## src/rtl/full_adder_4bit.sv

```systemverilog
// Registered WIDTH-bit unsigned adder built from a ripple chain of 1-bit full-adder cells.
// Optional signed-overflow output enabled by defining FULL_ADDER_4BIT_SIGNED_OVF_EN.

module full_adder_4bit_cell (
    input  logic a_i,
    input  logic b_i,
    input  logic c_i,
    output logic s_o,
    output logic c_o
);
    assign s_o = a_i ^ b_i ^ c_i;
    assign c_o = (a_i & b_i) | (a_i & c_i) | (b_i & c_i);
endmodule

module full_adder_4bit #(
    parameter int unsigned WIDTH = 4
) (
    input  logic             clk,
    input  logic             rst,
    input  logic [WIDTH-1:0] A,
    input  logic [WIDTH-1:0] B,
    input  logic             cin,
    input  logic             in_valid,
    output logic [WIDTH:0]   Sum,
    output logic             out_valid
`ifdef FULL_ADDER_4BIT_SIGNED_OVF_EN
    ,
    output logic             ovf
`endif
);

    logic [WIDTH:0]   c;
    logic [WIDTH-1:0] s;

    logic [WIDTH:0]   sum_d, sum_q;
    logic             valid_d, valid_q;

    assign c[0] = cin;

    for (genvar i = 0; i < WIDTH; i++) begin : g_chain
        full_adder_4bit_cell u_cell (
            .a_i (A[i]),
            .b_i (B[i]),
            .c_i (c[i]),
            .s_o (s[i]),
            .c_o (c[i+1])
        );
    end

    // Sum holds on idle cycles so operand activity cannot disturb it.
    always_comb begin
        sum_d   = sum_q;
        valid_d = in_valid;
        if (in_valid) begin
            sum_d = {c[WIDTH], s};
        end
    end

    always_ff @(posedge clk or posedge rst) begin
        if (rst) begin
            sum_q   <= '0;
            valid_q <= 1'b0;
        end else begin
            sum_q   <= sum_d;
            valid_q <= valid_d;
        end
    end

    assign Sum       = sum_q;
    assign out_valid = valid_q;

`ifdef FULL_ADDER_4BIT_SIGNED_OVF_EN
    logic ovf_d, ovf_q;

    // Carries into and out of the sign bit disagree exactly on signed overflow.
    always_comb begin
        ovf_d = ovf_q;
        if (in_valid) begin
            ovf_d = c[WIDTH] ^ c[WIDTH-1];
        end
    end

    always_ff @(posedge clk or posedge rst) begin
        if (rst) begin
            ovf_q <= 1'b0;
        end else begin
            ovf_q <= ovf_d;
        end
    end

    assign ovf = ovf_q;
`endif

endmodule

```

## config.mk

```make
export PLATFORM = sky130hd
export DESIGN_NAME = full_adder_4bit
export DESIGN_NICKNAME = d
export VERILOG_FILES = /design/src/rtl/full_adder_4bit.sv
export SDC_FILE = /design/constraint.sdc
export NUM_CORES = 1
export LEC_CHECK = 0
export BUFFER_PORTS_ARGS = -buffer_cell sky130_fd_sc_hd__buf_2
export CAP_MARGIN = 20
export CORE_AREA = 2 2 39 41
export DETAILED_ROUTE_END_ITERATION = 10
export DIE_AREA = 0 0 41 43
export PLACE_DENSITY = 0.49
export SLEW_MARGIN = 20
export SYNTH_ARGS = -nofsm -noshare
export SYNTH_HDL_FRONTEND = slang
export SYNTH_SLANG_ARGS = --single-unit
```

## constraint.sdc

```tcl
create_clock -name clk -period 0.8 [get_ports clk]
set_clock_uncertainty 0.1 [all_clocks]
set_input_delay 0.08 -clock clk [delete_from_list [all_inputs] [get_ports clk]]
set_output_delay 0.08 -clock clk [all_outputs]
set_load 0.01 [all_outputs]
```

* Word level (Yosys, flattened, before mapping)
Index checks and enable logic that the tools add are counted.
Storage, ports and cells: flip-flop bits (word level) 6, latch bits 0, bits in writable memories 0, ROM bits 0, input port bits 12, output and inout port bits 6, word-level logic and storage cells 30, memories 0
Operators by class: add/sub/neg operators 0, $mul 0, div/mod/pow operators 0, order comparisons 0, equal/unequal tests 0, shifts and indexed selects 0, muxes and demuxes 0, bitwise logic cells 28, reductions and logical operators 0
Operators with widths (count):
- AND 1 bit | 12
- OR 1 bit | 8
- bitwise XOR 1 bit | 8

* Depth between registers and ports, before layout
depth after elaboration 12, depth in mapped cells 8

* Hierarchy
From an unflattened synthesis, not the netlist that was laid out.
Unflattened totals: cell total of the unflattened synthesis 16, area, all modules 290.3 um^2
By module, submodules not included:
- full_adder_4bit | instances 1, cells each 12, area an instance 210.2 um^2
- full_adder_4bit_cell | instances 4, cells each 1, area an instance 20.0 um^2

* Worst setup path after synthesis
Ideal clock, no wire load.
path type in2reg, from input port A[0], to register sum_q[3], in the netlist Sum[3], library setup time 0.077 ns, arrival 1.654 ns, required time 0.623 ns, path slack -1.031 ns, stages on the path 8, buffers on the path 0, cells stage by stage inv_1 > fa_1 > inv_1 > fa_1 > fa_1 > inv_1 > fa_1 > a21oi_1
On the way: word-level cells in the longest chain between the ends 10
Ends and longest elaborated chain:
- start: declaration | line 20 | input logic [WIDTH-1:0] A,
- AND 1 bit | line 12 | assign c_o = (a_i & b_i) | (a_i & c_i) | (b_i & c_i);
- OR 1 bit (*) (2 in a row) | line 12
- AND 1 bit | line 12
- OR 1 bit | line 12
- OR 1 bit (*) | line 12
- AND 1 bit | line 12
- OR 1 bit | line 12
- OR 1 bit (*) | line 12
- bitwise XOR 1 bit (*) | line 11 | assign s_o = a_i ^ b_i ^ c_i;
- end signal: assignment | line 64 | sum_q <= sum_d;
- end: declaration | line 35 | logic [WIDTH:0] sum_d, sum_q;
Mark *: on every way between the ends. The rest lies on a longest branch, timed or not. A chain may end at the register's enable or synchronous reset.

* Final worst setup path
Ends and elaborated chain as after synthesis.

==> results.md <==
* Hold Fails Final Rpt at 0
* Drt wl/cell at 8.78 um
* Antenna-violating nets left at 0
* Cts bufs inserted at 3
* Worst hold margin at 57.5 ps
* Switching Fraction at 26.6%
* CTS tree: built
* GRT met1 Usage at 10.0%
* Slew Viols, Final at 0
* Psw at 0.269 mW
* Core Area at 1380 um2
* Sequential share of power at 37.8%
* Largest net degree at the start of global routing at 7
* Post-Syn Instances at 27
* Overall power at 1.01 mW
* Inst Count DP at 62
* Syn avg cell area at 12.1 um2
* Post-Syn Area at 328 um2
* Crit path max fanout at 1
* Clk pwr share at 27.3%
* Non-filler cells, final at 69
* Seq/Total Area, Yosys at 45.8%
* Max VDD drop at 630 uV
* Gpl congestion at 0.629
* Rows at 14
* Worst Max-Slew Pin Slew at 229 ps
* Int Pwr at 0.743 mW
* Unrepaired setup endpoints after global routing: yes
* Failing checks: setup timing
* Max clock buf depth at 2
* Final period utilization at 204%
* Busiest metal layer after global routing: met2
* Residual DRC at 0
* Final setup violation count at 11
* Cell Pwr Density at 1780 nW/um2
* Post-layout min period at 1630 ps
* Top achievable clock speed at 0.612 GHz
* Routed vias at 262
* Clock latency at the later pin of the worst-skew pair at 240 ps
* Die Height at 43 um
* Global Route Usage Sum at 9.14%
* Vias in the first global route at 273
* First-pass GRT wire length at 986 um
* Final WS setup at -834 ps
* Ys Warns at 0
* Total gr overflow at 0
* FF+latch area at 150 um2
* Die Wd at 41 um
* Leakage power at 0.287 nW
* Syn Nets at 43
* CP startpoint kind: primary input
* Kind of critical path: in -> reg
* H-tree Lvls at 1
* Relative slew slack at 84.7%
* HP Class: in -> reg
* CTS sink count at 6
* Post-synth cell types at 7
* Status: finished with violations
* Crit path capture type: flip-flop
* DR iter-0 viols at 0
* Worst Path Arrival at 1700 ps
* Initial cell density of the core at 23.7%
* Met2 usage at 13.1%
* Fin nets at 71
* Comb pwr share at 34.9%
* Max-cap viol count at 0
* Setup TNS at -3450 ps
* Antenna Cells at 0
* Top Ports at 18
* Initial antenna violation count at 0
* Drt pass-1 iters at 1
* Layout cells sized above 1 at 75.5%
* Root Buffer: clkbuf_4
* Die area at 1760 um2
* Detailed placer's ending HPWL at 475 um
* Filler cell count at 148
* Global Route met3 Usage at 4.71%
* Worst EP required at 870 ps
* Synth Register Bits at 6
* IO Port Bufs at 17
* Routed WL at 606 um
* Layout Area Growth over Synthesis at 73.3%
* Via-per-instance ratio at 3.80
* Clock transition at the registers of the reported paths at 40 ps
* Area of the multi-input gates at 156 um2
## worst paths after layout
| kind | startpoint | depth (start not counted) | slack (ps) | endpoint |
|---|---|---|---|---|
| worst max-delay path | A[0] | 9 | -830 | Sum[3]$_DFFE_PP0P_ |
| worst min-delay path | in_valid | 2 | 60 | out_valid$_DFF_PP0_ |
| worst max register to register | Sum[2]$_DFFE_PP0P_ | 1 | -70 | Sum[2]$_DFFE_PP0P_ |
| worst min register to register | Sum[1]$_DFFE_PP0P_ | 1 | 400 | Sum[1]$_DFFE_PP0P_ |
| max in group asynchronous | rst | 3 | 210 | Sum[4]$_DFFE_PP0P_ |
| min in group asynchronous | rst | 3 | 200 | Sum[2]$_DFFE_PP0P_ |
## power groups by stage
stage                     Combinational, mW  Clock, mW  Sequential (mW)
after floorplan                       0.111          0            0.406
after global placement                0.253          0            0.384
after CTS                             0.349      0.282            0.381
final                                 0.353      0.276            0.383
after detailed placement              0.255          0            0.384
after global routing                  0.393      0.302            0.390
## Yosys cell counts
master,instances,share of area [%]
inv_1,8,9.2
dfrtp_1,6,46
fa_1,4,24
a21oi_1,3,4.6
nor2_1,3,3.4
mux2_4,2,9.2
buf_6,1,3.4
## metrics by stage
stage / instance area (um2) / setup slack, ps / util [%]
finish: 568 / -834 / 41.0
global route: 568 / -881 / 41.0
CTS: 557 / -845 / 40.2
detailed placement: 459 / -1130 / 33.2
global placement: 459 / -1110 / 33.2
floorplan: 343 / -938 / -
## flip-flops by register name (all words and copies together), names as in the netlist
signal	cells
Sum	5
out_valid	1
## cells in the final DEF (no fill, tap or decap)
cell           Yosys  final
buf_2              0     13
dfrtp_1            6      6
buf_6              1      5
inv_2              0      4
fa_2               0      4
buf_4              0      4
inv_1              8      3
clkbuf_4           0      3
mux2_4             2      2
nor2_1             3      2
a21oi_2            0      2
clkinv_8           0      1
nor2_2             0      1
a21oi_1            3      1
dlygate4sd3_1      0      1
buf_8              0      1
## kinds of logic (layout without fill, tap and decap cells)
| family | Yosys count | after routing | synth area share (%) |
|---|---|---|---|
| DFF | 6 | 6 | 45.8 |
| muxes | 2 | 2 | 9.16 |
| AOI/OAI and AO/OA | 3 | 3 | 4.58 |
| buffers and inverters | 9 | 35 | 12.6 |
| adders and majority gates | 4 | 4 | 24.4 |
| and+or+nand+nor | 3 | 3 | 3.43 |
## layout make-up
type                            instances  share of cell area (%)
Multi-Input combinational cell         12                    27.5
Clock buffer                            3                    3.96
Tap cell                               16                    3.52
Timing Repair Buffer                   24                    31.1
Inverter                                8                    7.49
Sequential cell                         6                    26.4
## metal layers
layer  vias up  part of all wire, %
li1        129                    -
met1       123                   42
met2        10                   50
met3         0                  8.3
met4         0                    0
met5         -                    0
## worst max-delay path, cell delays in order
cell      delay, ps
buf_8           100
clkinv_8         30
fa_2            180
inv_2            40
fa_2            330
fa_2            340
inv_2            60
fa_2            420
a21oi_2         110
## repair_timing
item / 4_1_cts / 5_1_grt
gates resized for setup: 13 / 2
endpoints found under the hold margin: 6 / 0
pin swaps: 2 / 2
buffers inserted: 3 / 0
setup endpoints to repair: 11 / 11
hold buffers: 1 / 0
cloned: 0 / 0
Note: power is estimated with default switching activity, not from simulation.
